--- src/rtl/mips_tag_pkg.sv ---
// Shared rename-tag definitions for dispatch, tag pool and reorder buffer.
// Tag width, pool size and the tag type live here.
package mips_tag_pkg;
  localparam int TAG_W    = 5;
  localparam int NUM_TAGS = 1 << TAG_W;
  localparam int CNT_W    = TAG_W + 1;

  typedef logic [TAG_W-1:0] tag_t;
endpackage

--- src/rtl/tag_ptr_ctr.sv ---
// Wrap-around pointer counter for the tag pool.
// Increments by one when enabled; wraps naturally at 2**W.
module tag_ptr_ctr #(
  parameter int W = 5
) (
  input  logic         clk_i,
  input  logic         rst_ni,
  input  logic         inc_i,
  output logic [W-1:0] cnt_o
);
  logic [W-1:0] cnt_q, cnt_d;

  always_comb begin
    cnt_d = cnt_q;
    if (inc_i)
      cnt_d = cnt_q + W'(1);
  end

  always_ff @(posedge clk_i or negedge rst_ni) begin
    if (!rst_ni)
      cnt_q <= '0;
    else
      cnt_q <= cnt_d;
  end

  assign cnt_o = cnt_q;
endmodule

--- src/rtl/tag_fifo.sv ---
// Free rename-tag pool: FWFT circular FIFO preloaded with every tag.
// Optional same-cycle empty bypass enabled by defining TAG_FIFO_BYPASS_EN.
module tag_fifo
  import mips_tag_pkg::*;
#(
  parameter int TAG_W_P = TAG_W,
  parameter int DEPTH   = NUM_TAGS,
  parameter int CNT_W_P = CNT_W
) (
  input  logic               clock,
  input  logic               reset,
  input  logic               Tag_rd_en,
  output logic [TAG_W_P-1:0] Tag_out,
  output logic               Tag_valid,
  input  logic               Tag_wr_en,
  input  logic [TAG_W_P-1:0] Tag_in,
  output logic               Full,
  output logic               Empty,
  output logic [CNT_W_P-1:0] Count,
  output logic               Ovf_err,
  output logic               Unf_err
);
  logic [TAG_W_P-1:0] mem_q [DEPTH];
  logic [TAG_W_P-1:0] rd_ptr, wr_ptr;
  logic [CNT_W_P-1:0] count_q, count_d;
  logic               ovf_q, ovf_d;
  logic               unf_q, unf_d;
  logic               byp, byp_take;
  logic               pop_ok, push_ok;

  assign Full  = (count_q == CNT_W_P'(DEPTH));
  assign Empty = (count_q == '0);
  assign Count = count_q;
  assign Ovf_err = ovf_q;
  assign Unf_err = unf_q;

  always_comb begin
    byp = 1'b0;
`ifdef TAG_FIFO_BYPASS_EN
    byp = Empty & Tag_wr_en;
`endif
    byp_take  = byp & Tag_rd_en;
    Tag_valid = ~Empty | byp;
    Tag_out   = byp ? Tag_in : mem_q[rd_ptr];
  end

  // A bypassed tag is consumed in flight and never touches storage.
  always_comb begin
    pop_ok  = Tag_rd_en & ~Empty;
    push_ok = Tag_wr_en & (~Full | pop_ok) & ~byp_take;
    count_d = count_q;
    unique case (1'b1)
      push_ok & ~pop_ok: count_d = count_q + CNT_W_P'(1);
      pop_ok & ~push_ok: count_d = count_q - CNT_W_P'(1);
      default:           count_d = count_q;
    endcase
    ovf_d = ovf_q | (Tag_wr_en & Full & ~pop_ok);
    unf_d = unf_q | (Tag_rd_en & ~Tag_valid);
  end

  always_ff @(posedge clock or negedge reset) begin
    if (!reset) begin
      for (int i = 0; i < DEPTH; i++)
        mem_q[i] <= TAG_W_P'(i);
      count_q <= CNT_W_P'(DEPTH);
      ovf_q   <= 1'b0;
      unf_q   <= 1'b0;
    end else begin
      if (push_ok)
        mem_q[wr_ptr] <= Tag_in;
      count_q <= count_d;
      ovf_q   <= ovf_d;
      unf_q   <= unf_d;
    end
  end

  tag_ptr_ctr #(.W(TAG_W_P)) u_rd_ptr (
    .clk_i  (clock),
    .rst_ni (reset),
    .inc_i  (pop_ok),
    .cnt_o  (rd_ptr)
  );

  tag_ptr_ctr #(.W(TAG_W_P)) u_wr_ptr (
    .clk_i  (clock),
    .rst_ni (reset),
    .inc_i  (push_ok),
    .cnt_o  (wr_ptr)
  );
endmodule

--- config.mk ---
export PLATFORM = sky130hd
export DESIGN_NAME = tag_fifo
export DESIGN_NICKNAME = d
export VERILOG_FILES = /design/src/rtl/mips_tag_pkg.sv /design/src/rtl/tag_ptr_ctr.sv /design/src/rtl/tag_fifo.sv
export SDC_FILE = /design/constraint.sdc
export NUM_CORES = 1
export LEC_CHECK = 0
export CAP_MARGIN = 20
export CORE_AREA = 2 2 132 134
export DETAILED_ROUTE_END_ITERATION = 8
export DIE_AREA = 0 0 134 136
export GPL_TIMING_DRIVEN = 0
export PLACE_DENSITY_LB_ADDON = 0.3
export SLEW_MARGIN = 40
export SYNTH_ARGS = -nofsm -noshare
export SYNTH_HDL_FRONTEND = slang
export SYNTH_SLANG_ARGS = --single-unit
export TNS_END_PERCENT = 50
--- constraint.sdc ---
create_clock -name clock -period 7.5 [get_ports clock]
set_input_delay 1.875 -clock clock [delete_from_list [all_inputs] [get_ports clock]]
set_output_delay 1.875 -clock clock [all_outputs]
set_load 0.02 [all_outputs]
==> qor.yml <==
outcome:
  status: "finished, final reports clean"
clock_tree:
  root_buffer: "clkbuf_16"
  clkLatencyLatePin_ns: 0.43
  cts_num_sinks: 178
  postCtsSetupBuffers: 0
  htreeDepth: 4
  ctsHoldBuffers: 0
  ctsResizeCount: 0
  cts_made_buffers: 17
  clockBufferDepth: 2
  tritoncts: "built"
  clk_pin_slew_ns: 0.07
sta:
  fin_crit_ns: 5.41
  setup_ws_ns: 2.09
  finalCritPeriodShare_pct: 72.1
  hold_viol_final: 0
  hold-worst-slack_ns: 0.474
  fin_skew_ns: 0.00540
  tns_ns: 0
  relSlewSlack_pct: 51.4
  rsz0062_at_grt: "false"
  finalSetupViolations: 0
  finalMaxSlewViolations: 0
  worst_pin_slew_ns: 0.729
  fmax_mhz: 185
layout:
  nets: 654
  drive_gt1_share_pct: 45.6
  syn2layout_area_growth_pct: 13.5
  final_util_pct: 61.3
  fin_area_um2: 10300
setup_path:
  slowest_stage: "clkdlybuf4s50_1"
  rr_startpoint: "Count[2]$_DFFE_PN0P_"
  crit_type: "reg -> out"
  path_cells: "buf_2, buf_1, nand3_1, o22ai_1, a211oi_1, a22oi_1, clkdlybuf4s50_1"
  end_kind: "output pin"
  cp.required_ns: 5.62
  slowest_delay_ns: 0.65
  crit_start: "u_rd_ptr.cnt_o[2]$_DFFE_PN0P_"
  cp.arrival_ns: 3.53
  regToRegSetupSlack_ns: 4.43
  crit_path_max_fanout: 10
  path_buf_inv: 3
  crit_path_start_kind: "flip-flop"
  cp_top_family: "buffers and inverters"
grt:
  grt.total_usage_pct: 23.6
  antenna_found_initial: 0
  grt_pass1_vias: 5440
  grt_max_degree: 73
  grt_pass1_wl_mm: 31.9
  gr-total-overflow: 0
floorplan:
  die_h_um: 136
  start_util_pct: 54.0
  ios: 25
  fp.dieW_um: 134
  core_um2: 16900
  fp.dieArea_um2: 18200
  rows: 48
routing:
  vias_per_cell: 5.85
  drc_errors: 0
  vias: 5117
  drtPass1Iterations: 4
  drt_iter0_drc: 290
  wirelength_mm: 20.0
  final_antenna_net_count: 0
  wl_per_cell_um: 22.8
power:
  powerDensity_nw_per_um2: 433
  ir_drop_mv: 0.201
  p_leak_nw: 4.23
min_path:
  min-delay-start: "Ovf_err$_DFF_PN0_"
  hold_class: "reg -> reg"
yosys:
  synthArstFlopShare_pct: 100
  synth_cell_types: 50
  ys_warn_count: 0
  syn_area_um2: 9110
  yosysSeqAreaShare_pct: 50.0
  avgSynthCellArea_um2: 15.4
  postSynthCellCount: 592
  yosys_register_bits: 178
  synthFlopType: "dfrtp_1"
  synth_edf_count: 0
  postSynthNetCount: 609
job:
  maxCapViolations: 0
placement:
  io_buffers: 24
  globalplace.congestion: 0.862
  placed_area_um2: 9690
  pre_cts_slack_ns: 2.60
  hpwl_mm: 13.9
==> routing by layer <==
metal,wire [um],track usage [%]
met5,0,0
met4,351,7.80
met3,807,4.36
met2,9940,38.7
met1,8890,32.0
==> cells in the final DEF (no fill, tap or decap), drive strengths merged, types with 8 or more instances in the layout <==
cell type,netlist,routed
buf,19,22
dfstp,81,81
a21oi,9,9
inv,8,9
a22oi,11,11
mux4,30,30
nand2,8,8
dfrtp,97,97
nor3,26,26
ha,8,8
clkbuf,20,43
clkdlybuf4s50,0,23
nor2,13,13
mux2i,25,25
xnor2,10,10
mux2,163,163
==> flip-flops by register name, indices dropped and copies added, names as in the netlist <==
name            count
mem_q             160
Count               6
u_rd_ptr.cnt_o      5
u_wr_ptr.cnt_o      5
Ovf_err             1
Unf_err             1
==> stage by stage <==
step	std cells	total power, W
global placement	841	0.00343
CTS	874	0.00449
floorplan	592	0.00300
global route	874	0.00470
detailed placement	843	0.00352
finish	875	0.00447
==> cell type report <==
cell class	instances	area, um^2
flip-flops and latches	178	4560
repair buffers	26	300
plain buffers	39	200
well taps	225	282
inverters	8	30.0
clock buffers	23	488
diodes	1	2.50
clock inverters	8	149
multi-input cells	367	4330
fillers	1241	6540
==> cells in the mapped netlist (all sizes together) (6+ instances only) <==
cell / count / area (um^2)
a21oi: 9 / 45.0
a22oi: 11 / 82.6
buf: 19 / 125
clkbuf: 20 / 75.1
dfrtp: 97 / 2430
dfstp: 81 / 2130
ha: 8 / 100
inv: 8 / 30.0
mux2: 163 / 2150
mux2i: 25 / 250
mux4: 30 / 676
nand2: 8 / 37.5
nor2: 13 / 66.3
nor2b: 6 / 37.5
nor3: 26 / 357
or2: 6 / 37.5
xnor2: 10 / 87.6
==> power breakdown <==
part           switching, W  internal (W)  total, W  leakage [nW]
logic              0.000829      0.000930   0.00176          1.85
clock network      0.000368      0.000592  0.000960         0.306
registers          0.000246       0.00151   0.00175          2.08
total               0.00144       0.00303   0.00447          4.23
==> worst paths after layout <==
check	depth (start not counted)	end
max	7	Tag_out[0]
min	1	Ovf_err$_DFF_PN0_
max reg2reg	13	Count[4]$_DFFE_PN0P_
min reg2reg	1	Ovf_err$_DFF_PN0_
max in group asynchronous	3	mem_q[41]$_DFFE_PN1P_
min in group asynchronous	1	mem_q[156]$_DFFE_PN0P_
==> cells by family (layout without fill, tap and decap cells) <==
logic type      Yosys count  count (layout)  synth area share [%]
fa+ha+maj                 8               8                  1.10
compound gates           48              48                  3.61
mux                     218             218                  33.8
flops                   178             178                  50.0
xor+xnor                 14              14                  1.35
buf+inv                  47             104                  2.53
other cells               0               1                     0
simple gates             79              79                  7.61
Note: power is estimated with default switching activity, not from simulation.
